--- src/rtl/bsg_skid_fifo_pkg.sv ---
// Shared definitions for the two-entry skid FIFO.
// The state encoding doubles as the occupancy count.
package bsg_skid_fifo_pkg;

    typedef enum logic [1:0] {
        EMPTY = 2'd0,
        ONE   = 2'd1,
        FULL  = 2'd2
    } state_e;

endpackage

--- src/rtl/bsg_dff_reset_en.sv ---
// Register with load enable and synchronous active-low clear to zero.
module bsg_dff_reset_en #(
    parameter int width_p = 16
) (
    input  logic               clk_i,
    input  logic               reset_n_i,
    input  logic               en_i,
    input  logic [width_p-1:0] data_i,
    output logic [width_p-1:0] data_o
);

    logic [width_p-1:0] data_q;

    always_ff @(posedge clk_i) begin
        if (!reset_n_i) begin
            data_q <= '0;
        end else if (en_i) begin
            data_q <= data_i;
        end
    end

    assign data_o = data_q;

endmodule

--- src/rtl/bsg_skid_fifo.sv ---
// Two-entry in-order FIFO; every output comes straight from a register.
// Handshake: a word moves in when v_i & ready_o, and out when yumi_i & v_o.
module bsg_skid_fifo
    import bsg_skid_fifo_pkg::*;
#(
    parameter int width_p = 16
) (
    input  logic               clk_i,
    input  logic               reset_n_i,
    input  logic               v_i,
    input  logic [width_p-1:0] data_i,
    output logic               ready_o,
    output logic               v_o,
    output logic [width_p-1:0] data_o,
    input  logic               yumi_i,
    output logic [1:0]         count_o,
    output logic               err_o
);

    state_e             state_q, state_d;
    logic               err_q, err_d;
    logic               in_reset_q;
    logic               enq, deq;
    logic               head_en, tail_en, head_from_tail;
    logic [width_p-1:0] head_q, tail_q, head_d;

    // ready_o is held low for the cycle following a sampled reset.
    assign ready_o = ~in_reset_q & (state_q != FULL);
    assign v_o     = (state_q != EMPTY);
    assign count_o = 2'(state_q);
    assign err_o   = err_q;
    assign data_o  = head_q;

    assign enq = v_i & ready_o;
    assign deq = yumi_i & v_o;

    always_comb begin
        state_d        = state_q;
        head_en        = 1'b0;
        tail_en        = 1'b0;
        head_from_tail = 1'b0;
        err_d          = err_q | (v_i & ~ready_o) | (yumi_i & ~v_o);
        case (state_q)
            EMPTY: begin
                if (enq) begin
                    head_en = 1'b1;
                    state_d = ONE;
                end
            end
            ONE: begin
                if (enq && deq) begin
                    head_en = 1'b1;
                end else if (enq) begin
                    tail_en = 1'b1;
                    state_d = FULL;
                end else if (deq) begin
                    state_d = EMPTY;
                end
            end
            FULL: begin
                if (deq) begin
                    head_en        = 1'b1;
                    head_from_tail = 1'b1;
                    state_d        = ONE;
                end
            end
            default: state_d = EMPTY;
        endcase
    end

    assign head_d = head_from_tail ? tail_q : data_i;

    always_ff @(posedge clk_i) begin
        if (!reset_n_i) begin
            state_q    <= EMPTY;
            err_q      <= 1'b0;
            in_reset_q <= 1'b1;
        end else begin
            state_q    <= state_d;
            err_q      <= err_d;
            in_reset_q <= 1'b0;
        end
    end

    bsg_dff_reset_en #(.width_p(width_p)) head_reg (
        .clk_i     (clk_i),
        .reset_n_i (reset_n_i),
        .en_i      (head_en),
        .data_i    (head_d),
        .data_o    (head_q)
    );

    bsg_dff_reset_en #(.width_p(width_p)) tail_reg (
        .clk_i     (clk_i),
        .reset_n_i (reset_n_i),
        .en_i      (tail_en),
        .data_i    (data_i),
        .data_o    (tail_q)
    );

endmodule

--- config.mk ---
export PLATFORM = sky130hd
export DESIGN_NAME = bsg_skid_fifo
export DESIGN_NICKNAME = d
export VERILOG_FILES = /design/src/rtl/bsg_skid_fifo_pkg.sv /design/src/rtl/bsg_dff_reset_en.sv /design/src/rtl/bsg_skid_fifo.sv
export SDC_FILE = /design/constraint.sdc
export NUM_CORES = 1
export LEC_CHECK = 0
export ABC_AREA = 1
export BUFFER_PORTS_ARGS = -buffer_cell sky130_fd_sc_hd__buf_4
export CORE_MARGIN = 1.5
export CORE_UTILIZATION = 40
export CTS_BUF_LIST = sky130_fd_sc_hd__clkbuf_8
export DETAILED_ROUTE_END_ITERATION = 8
export GPL_ROUTABILITY_DRIVEN = 1
export PLACE_DENSITY = 0.66
export SYNTH_ARGS = -nofsm -noshare
export SYNTH_HDL_FRONTEND = slang
export SYNTH_HIERARCHICAL = 1
export SYNTH_SLANG_ARGS = --single-unit
--- constraint.sdc ---
create_clock -name clk_i -period 1.36 [get_ports clk_i]
set_input_delay 0.272 -clock clk_i [delete_from_list [all_inputs] [get_ports clk_i]]
set_output_delay 0.272 -clock clk_i [all_outputs]
set_load 0.01 [all_outputs]
# Word-level counts from Yosys, hierarchy flattened
# Index checks and enable logic that the tools add are counted.
# word_totals
word_cells	41
output_inout_bits	21
in_bits	20
regBits	36
# classes
n_bitwise	10
n_reduce_logical	4
mux	15
n_eq_ne	7
# ops
operator	count
$mux 16	1
$mux 2	5
$ne 2x2->1 const B	4
$mux 1	7
$pmux 2 s3	1
$and 1x1->1	5
$reduce_and 4->1	1
$ne 3x3->1 const B	1
$not 1->1	3
$pmux 1 s3	1
$eq 2x1->1 const B	1
$eq 2x2->1 const B	1
$logic_not 2->1	1
$or 1x1->1	2
$reduce_bool 2->1	1
$logic_and 1x1->1	1

# Logic depth before layout (Yosys ltp)
# Gate-level depths: netlist of the first run.
# logic_depth
word_depth	6
ltp_mapped	11
mapped_depth_nobuf	10

# Cells and area by module
# Netlist of the first run, hierarchy kept.
# by_module_without_submodules
module	cells_each	n_inst	seq_area_each_um2	area_each_um2
bsg_dff_reset_en	101	2	320.3	674.4
bsg_skid_fifo	86	1	80.1	451.7

# Worst setup path after synthesis of the first run
# No wires, ideal clock.
# synth_timing
kind	reg-to-reg
from	register state_q[0], in the netlist count_o[0]
to	register head_reg.data_q[14], in the netlist head_reg/data_o[14]
setup_ns	0.114
synth_period_minus_slack_ns	1.377
stages_incl_launch_ff	10
n_path_buf	2
slack_ns	-0.017
t_required_ns	1.246
t_arrival_ns	1.263
path_cell_list	dfxtp_1 -> inv_2 -> nand2_2 -> inv_4 -> nand2_4 -> buf_6 -> nand2_1 -> buf_6 -> nor2_1 -> nor2_2
# synth_via
elab_chain_cells	6
elab_cells_between_ends	15
cone_classes	eq/ne (3); mux (6); bitwise (3); reduce/logical (3)
# synth_lines
item	line_no	rtl
from (decl)	bsg_skid_fifo.sv:20	state_e state_q, state_d;
from (signal assigned)	bsg_skid_fifo.sv:79	state_q <= state_d;
$ne 2x2->1	bsg_skid_fifo.sv:28	assign ready_o = ~in_reset_q & (state_q != FULL);
$and 1x1->1	bsg_skid_fifo.sv:28	
$and 1x1->1	bsg_skid_fifo.sv:34	assign enq = v_i & ready_o;
$logic_and 1x1->1	bsg_skid_fifo.sv:51	if (enq && deq) begin
$mux 1	bsg_skid_fifo.sv:51	
$pmux 1 s3 *	bsg_skid_fifo.sv:43	case (state_q)
via head_en	bsg_skid_fifo.sv:24	logic head_en, tail_en, head_from_tail;
to (signal assigned)	bsg_dff_reset_en.sv:18	data_q <= data_i;
to (decl)	bsg_dff_reset_en.sv:12	logic [width_p-1:0] data_q;
# The timed path passes the listed nets; every way through them passes the cells marked *.
# A chain may end at the register's enable or synchronous reset.

# Worst setup path in the final report of the first run
# layout_timing
from	register state_q[0], in the netlist count_o[0]
to	output port ready_o
# layout_via
elab_chain_cells	2
# layout_lines
item	line_no	rtl
$ne 2x2->1	bsg_skid_fifo.sv:28	
$and 1x1->1	bsg_skid_fifo.sv:28	
to (decl)	bsg_skid_fifo.sv:12	output logic ready_o,
# Every way passes these cells.

==> results.ini, run 1 <==
[status]
outcome=completed

[sta]
fin_tns_setup_ns=0
slew_viol_final=0
tightest_slew_ns=0.3557
hold_violations=0
finClkSkew_ns=0.006798
slew_headroom_pct=76.28
fmax_ghz=0.7640
period_minus_slack_ns=1.309
grt_setup_unrepaired=no
period_share_pct=96.24
setup_violations=0

[synth]
syn-num-nets=308
synth_flop_cell=dfxtp_1
synth_top_area_share_pct=40.03
synth_edf_count=0
yosys.cell_types.count=15
yosysTopAreaCell=dfxtp_1
synth_area_um2=1800
synth-seq-area-share_pct=40.03
yosysWarnings=6
syn_avg_cell_area_um2=6.252
async_flop_share_pct=0
synth_area_leaders=dfxtp_1 (40%), nand2_1 (22%), nor2_1 (13%), inv_1 (7.5%), nand3_1 (5.3%)
synth-seq-cells=36
syn_inst=288

[global_route]
grt_first_pass_wirelength_mm=6.527
grt_max_degree=36
antenna_found_initial=0
globalRoute.totalOverflow=0
grt_pass1_vias=1525
grtUsageTotal_pct=16.53

[critical_path]
worstPathArrival_ns=1.04
cp-end-kind=output port
cp_cell_sequence=inv_4 -> nand2_4 -> nand2_1 -> inv_2 -> buf_4
start_kind=flop
reg2reg_to=head_reg/data_o[3]$_SDFFE_PN0P_
path_class=reg -> out
regToRegSetupSlack_ns=0.10
r2r-start=count_o[1]$_SDFFE_PN0P_
max_stage_delay_ns=0.36
required_ns=1.09
cp_max_fo=4
ff2ff_path_depth=9
slowest_stage=dfxtp_2

[cells_and_area]
drive_gt1_share_pct=23.42
nNetsFinal=353
nFillCells=454
areaGrowthSynthToFinish_pct=27.03
antenna_cells=0

[die]
core_area_um2=4354
io_pins=41
dieHeight_um=70.09
fp.dieW_um=70.09
dieArea_um2=4913
rows=24
initial_core_util_pct=41.35

[detailed_routing]
post_drt_via_cell_ratio=4.348
ant_nets=0
dr.pass1.iters=4
first_iter_violations=84
num_vias=1674
drt_wl_total_mm=3.899
wl_per_cell_um=10.13
remaining_drc_errors=0

[power_and_ir_drop]
p_leak_nw=1.252
p_total_mw=2.233
vdd_drop_max_mv=0.4034
power_density_nw_per_um2=976.2

[clock_network]
cts.sinks=36
cts_buffers=5
cts_root_buf=clkbuf_8
cts_max_level=2
clk_latency_ns=0.29
cts_tree=yes
cts.hold.buffers_added=0
cts_buffer_depth=2
clk_pin_slew_ns=0.07

[min_path]
hp-start=yumi_i
min_path_type=in -> reg
whs_path_depth=2
min_to=count_o[1]$_SDFFE_PN0P_

[job]
cap_violations=0

[placed_design]
port_buffers=40
place_congestion=0.7966
dp_hpwl_mm=2.497

==> worst max-delay path by stage <==
stage	from	to	slack [ns]	cells past startpoint
after global routing	count_o[0]$_SDFFE_PN0P_	ready_o	0.0008	5
after floorplan	count_o[1]$_SDFFE_PN0P_	head_reg/data_o[14]$_SDFFE_PN0P_	0.04	8
after CTS	count_o[1]$_SDFFE_PN0P_	ready_o	0.01	4
after detailed placement	count_o[1]$_SDFFE_PN0P_	head_reg/data_o[5]$_SDFFE_PN0P_	0.09	8
after global placement	count_o[0]$_SDFFE_PN0P_	head_reg/data_o[3]$_SDFFE_PN0P_	0.06	10
final	count_o[0]$_SDFFE_PN0P_	ready_o	0.05	5
==> area by class of cell <==
class                      instances  area [um^2]  share of cell area (%)
multi-input combinational        200        832.0                   36.38
timing repair buffer              52        441.7                   19.31
tap                               52        65.06                   2.845
inverter                          38        147.6                   6.455
clock inverter                     2        8.758                  0.3829
sequential                        36        723.2                   31.62
clock buffer                       5        68.82                   3.009
==> power breakdown <==
| group | switching, mW | internal, mW | leakage (nW) |
|---|---|---|---|
| Combinational | 0.202 | 0.193 | 0.911 |
| Sequential | 0.0276 | 1.10 | 0.295 |
| Clock | 0.365 | 0.340 | 0.0452 |
==> through the flow <==
step | std cells | worst slack (ns) | hold slack [ns] | area [um^2] | util, %
global placement | 373 | 0.06063 | 0.4570 | 2107 | 48.39
CTS | 380 | 0.01029 | 0.2281 | 2185 | 50.17
floorplan | 288 | 0.04438 | 0.3474 | 1804 | -
finish | 385 | 0.05108 | 0.2284 | 2287 | 52.53
global route | 385 | 0.0008255 | 0.2382 | 2287 | 52.53
detailed placement | 373 | 0.08670 | 0.4649 | 2107 | 48.39
==> synth_stat cells, types with 2 or more instances <==
master and instances:
buf_6 8, nand2_1 107, nand3_1 19, inv_1 36, a21oi_1 2, clkbuf_2 2
nor2_2 6, dfxtp_1 36, buf_4 4, nor2_1 63
==> logic make-up (layout without fill, tap and decap cells) <==
| logic type | count (synthesis) | after routing | synth area share, % |
|---|---|---|---|
| buf+inv | 52 | 97 | 15.29 |
| simple gates | 198 | 198 | 44.13 |
| compound gates | 2 | 2 | 0.5560 |
| flops | 36 | 36 | 40.03 |
==> critical path: cells and delay by family (launching register included) <==
kind,cells,cell delay [ns]
buf+inv,3,0.23
flops,1,0.36
simple gates,2,0.15
==> per-layer routing <==
metal | vias up | GRT usage (%) | routed length, um
li1 | 930 | - | -
met1 | 703 | 20.87 | 1925
met2 | 35 | 26.56 | 1712
met3 | 6 | 4.906 | 198
met4 | 0 | 6.410 | 63
met5 | - | 0 | 0
==> registers in the layout (all words and copies together), names as in the netlist <==
register         flops
head_reg/data_o     16
in_reset_q           1
tail_reg/data_o     16
count_o              2
err_o                1
==> placed cells by master, fill, tap and decap left out, types with 3 or more instances in the layout <==
cell type / netlist / final
clkbuf_8: 0 / 5
nand2_1: 107 / 105
inv_1: 36 / 35
buf_4: 4 / 48
nor2_1: 63 / 60
nand2_4: 1 / 3
dfxtp_1: 36 / 34
nand3_1: 19 / 18
nor2_2: 6 / 9
==> timing repair <==
action / CTS / global route
setup endpoints to repair: 0 / 17
gates resized for setup: 0 / 10
buffers inserted: 0 / 2
(Power assumes the default switching activity.)
==> run 2, diff against run 1 <==
--- a/config.mk
+++ b/config.mk
@@ -12,6 +12,7 @@
 export CTS_BUF_LIST = sky130_fd_sc_hd__clkbuf_8
 export DETAILED_ROUTE_END_ITERATION = 8
 export GPL_ROUTABILITY_DRIVEN = 1
+export MAX_ROUTING_LAYER = met4
 export PLACE_DENSITY = 0.66
 export SYNTH_ARGS = -nofsm -noshare
 export SYNTH_HDL_FRONTEND = slang
==> constraint.sdc (replaced) <==
create_clock -name clk_i -period 1.36 [get_ports clk_i]
set_input_delay 0.204 -clock clk_i [delete_from_list [all_inputs] [get_ports clk_i]]
set_output_delay 0.204 -clock clk_i [all_outputs]
set_load 0.01 [all_outputs]
==> run 2 against run 1 <==
Effect of this change: wire length decreased by 2.8%; register-to-register slack barely moved; critical path depth up 4; fmax rose by 3.0%; sequential share of layout area rose by 0.57 points; clock skew decreased by 0.0041 ns; largest cell class unchanged; highest routed layer unchanged.
==> results.ini, run 2 (synthesized netlist as in run 1, its figures left out) <==
[cells_and_area]
drive_gt1_share_pct=21.95
nNetsFinal=347
final_cell_mix=nand2_1 (105), nor2_1 (60), buf_4 (43)
nFillCells=433
final_common_cell=nand2_1
areaGrowthSynthToFinish_pct=25.23
antenna_cells=0

[clock_network]
cts_tree=yes
clk_pin_slew_ns=0.07
cts_buffer_depth=2
cts_max_level=2
cts.sinks=36
clk_latency_ns=0.29
cts_root_buf=clkbuf_8
cts_buffers=5

[die]
initial_core_util_pct=41.35
io_pins=41
core_area_um2=4354
dieArea_um2=4913
dieHeight_um=70.09
fp.dieW_um=70.09
rows=24

[global_route]
grtUsageTotal_pct=16.66
grt_max_degree=36
globalRoute.totalOverflow=0
grt_pass1_vias=1462
grt_first_pass_wirelength_mm=6.389
antenna_found_initial=0

[detailed_routing]
num_vias=1660
ant_nets=0
dr.pass1.iters=4
wl_per_cell_um=9.976
first_iter_violations=96
drt_wl_total_mm=3.791
remaining_drc_errors=0
post_drt_via_cell_ratio=4.368

[sta]
period_minus_slack_ns=1.271
fin_tns_setup_ns=0
tightest_slew_ns=0.3574
setup_violations=0
fmax_ghz=0.7866
hold_slack_ns=0.2040
slew_headroom_pct=76.17
period_share_pct=93.48
finClkSkew_ns=0.002712
slew_viol_final=0
hold_violations=0

[critical_path]
required_ns=1.55
cp-end-kind=flop
ff2ff_path_depth=9
start_kind=flop
worstPathArrival_ns=1.46
path_class=reg -> reg
cp_max_fo=16

[placed_design]
place_congestion=0.7785
dp_hpwl_mm=2.518
port_buffers=40

[power_and_ir_drop]
vdd_drop_max_mv=0.5095
power_density_nw_per_um2=1011
p_leak_nw=1.220

[job]
cap_violations=0

[status]
outcome=completed

[min_path]
whs_path_depth=3
min_path_type=in -> reg

[run 2: layout make-up]
cell class	instances	area [um^2]	area share (%)
multi-input combinational	200	840.8	37.29
timing repair buffer	46	387.9	17.20
inverter	38	145.1	6.437
tap	52	65.06	2.886
clock buffer	6	82.58	3.663
sequential	36	725.7	32.19
clock inverter	2	7.507	0.3330
[run 2: layer usage]
metal | global-route usage, % | vias to the layer above | routed length, um
met5 | - | - | 0
met4 | 7.692 | 0 | 61
met3 | 4.618 | 4 | 176
met2 | 25.19 | 35 | 1622
met1 | 20.68 | 704 | 1931
li1 | - | 917 | -
[run 2: what timing repair did]
action,CTS,global route
setup endpoints to repair,3,17
gates cloned,0,1
buffers inserted,0,1
resized for setup,1,10
pin swaps,0,1
hold buffers,0,0
[run 2: final timing paths]
check,slack (ns),from,end
hold reg to reg,0.47,head_reg/data_o[3]$_SDFFE_PN0P_,head_reg/data_o[3]$_SDFFE_PN0P_
setup reg to reg,0.09,count_o[1]$_SDFFE_PN0P_,head_reg/data_o[15]$_SDFFE_PN0P_
setup / recovery,0.09,count_o[1]$_SDFFE_PN0P_,head_reg/data_o[15]$_SDFFE_PN0P_
hold / removal,0.20,v_i,err_o$_SDFF_PN0_
[run 2: power breakdown]
part	switching [mW]	leakage, nW	internal [mW]	total [mW]
Combinational	0.198	0.871	0.179	0.377
Clock	0.374	0.0538	0.398	0.772
Sequential	0.0265	0.295	1.10	1.13
[run 2: metrics by stage]
stage	setup slack (ns)	instances	total power [mW]	instance area [um^2]	util [%]
finish	0.08868	380	2.279	2255	51.78
global route	-0.01430	380	2.407	2255	51.78
CTS	0.03108	378	2.289	2188	50.26
detailed placement	0.02123	370	1.512	2097	48.16
global placement	0.05043	370	1.509	2097	48.16
floorplan	0.04438	288	1.372	1804	-
[run 2: critical path: stages, from the launching register on]
cell and delay (ns):
dfxtp_4 0.37, inv_2 0.08, nand2_1 0.09, nand2_2 0.09, nand3_2 0.12, nand2_4 0.12, clkbuf_16 0.17, nand2_1 0.06
nand2_1 0.05, nor2_1 0.04
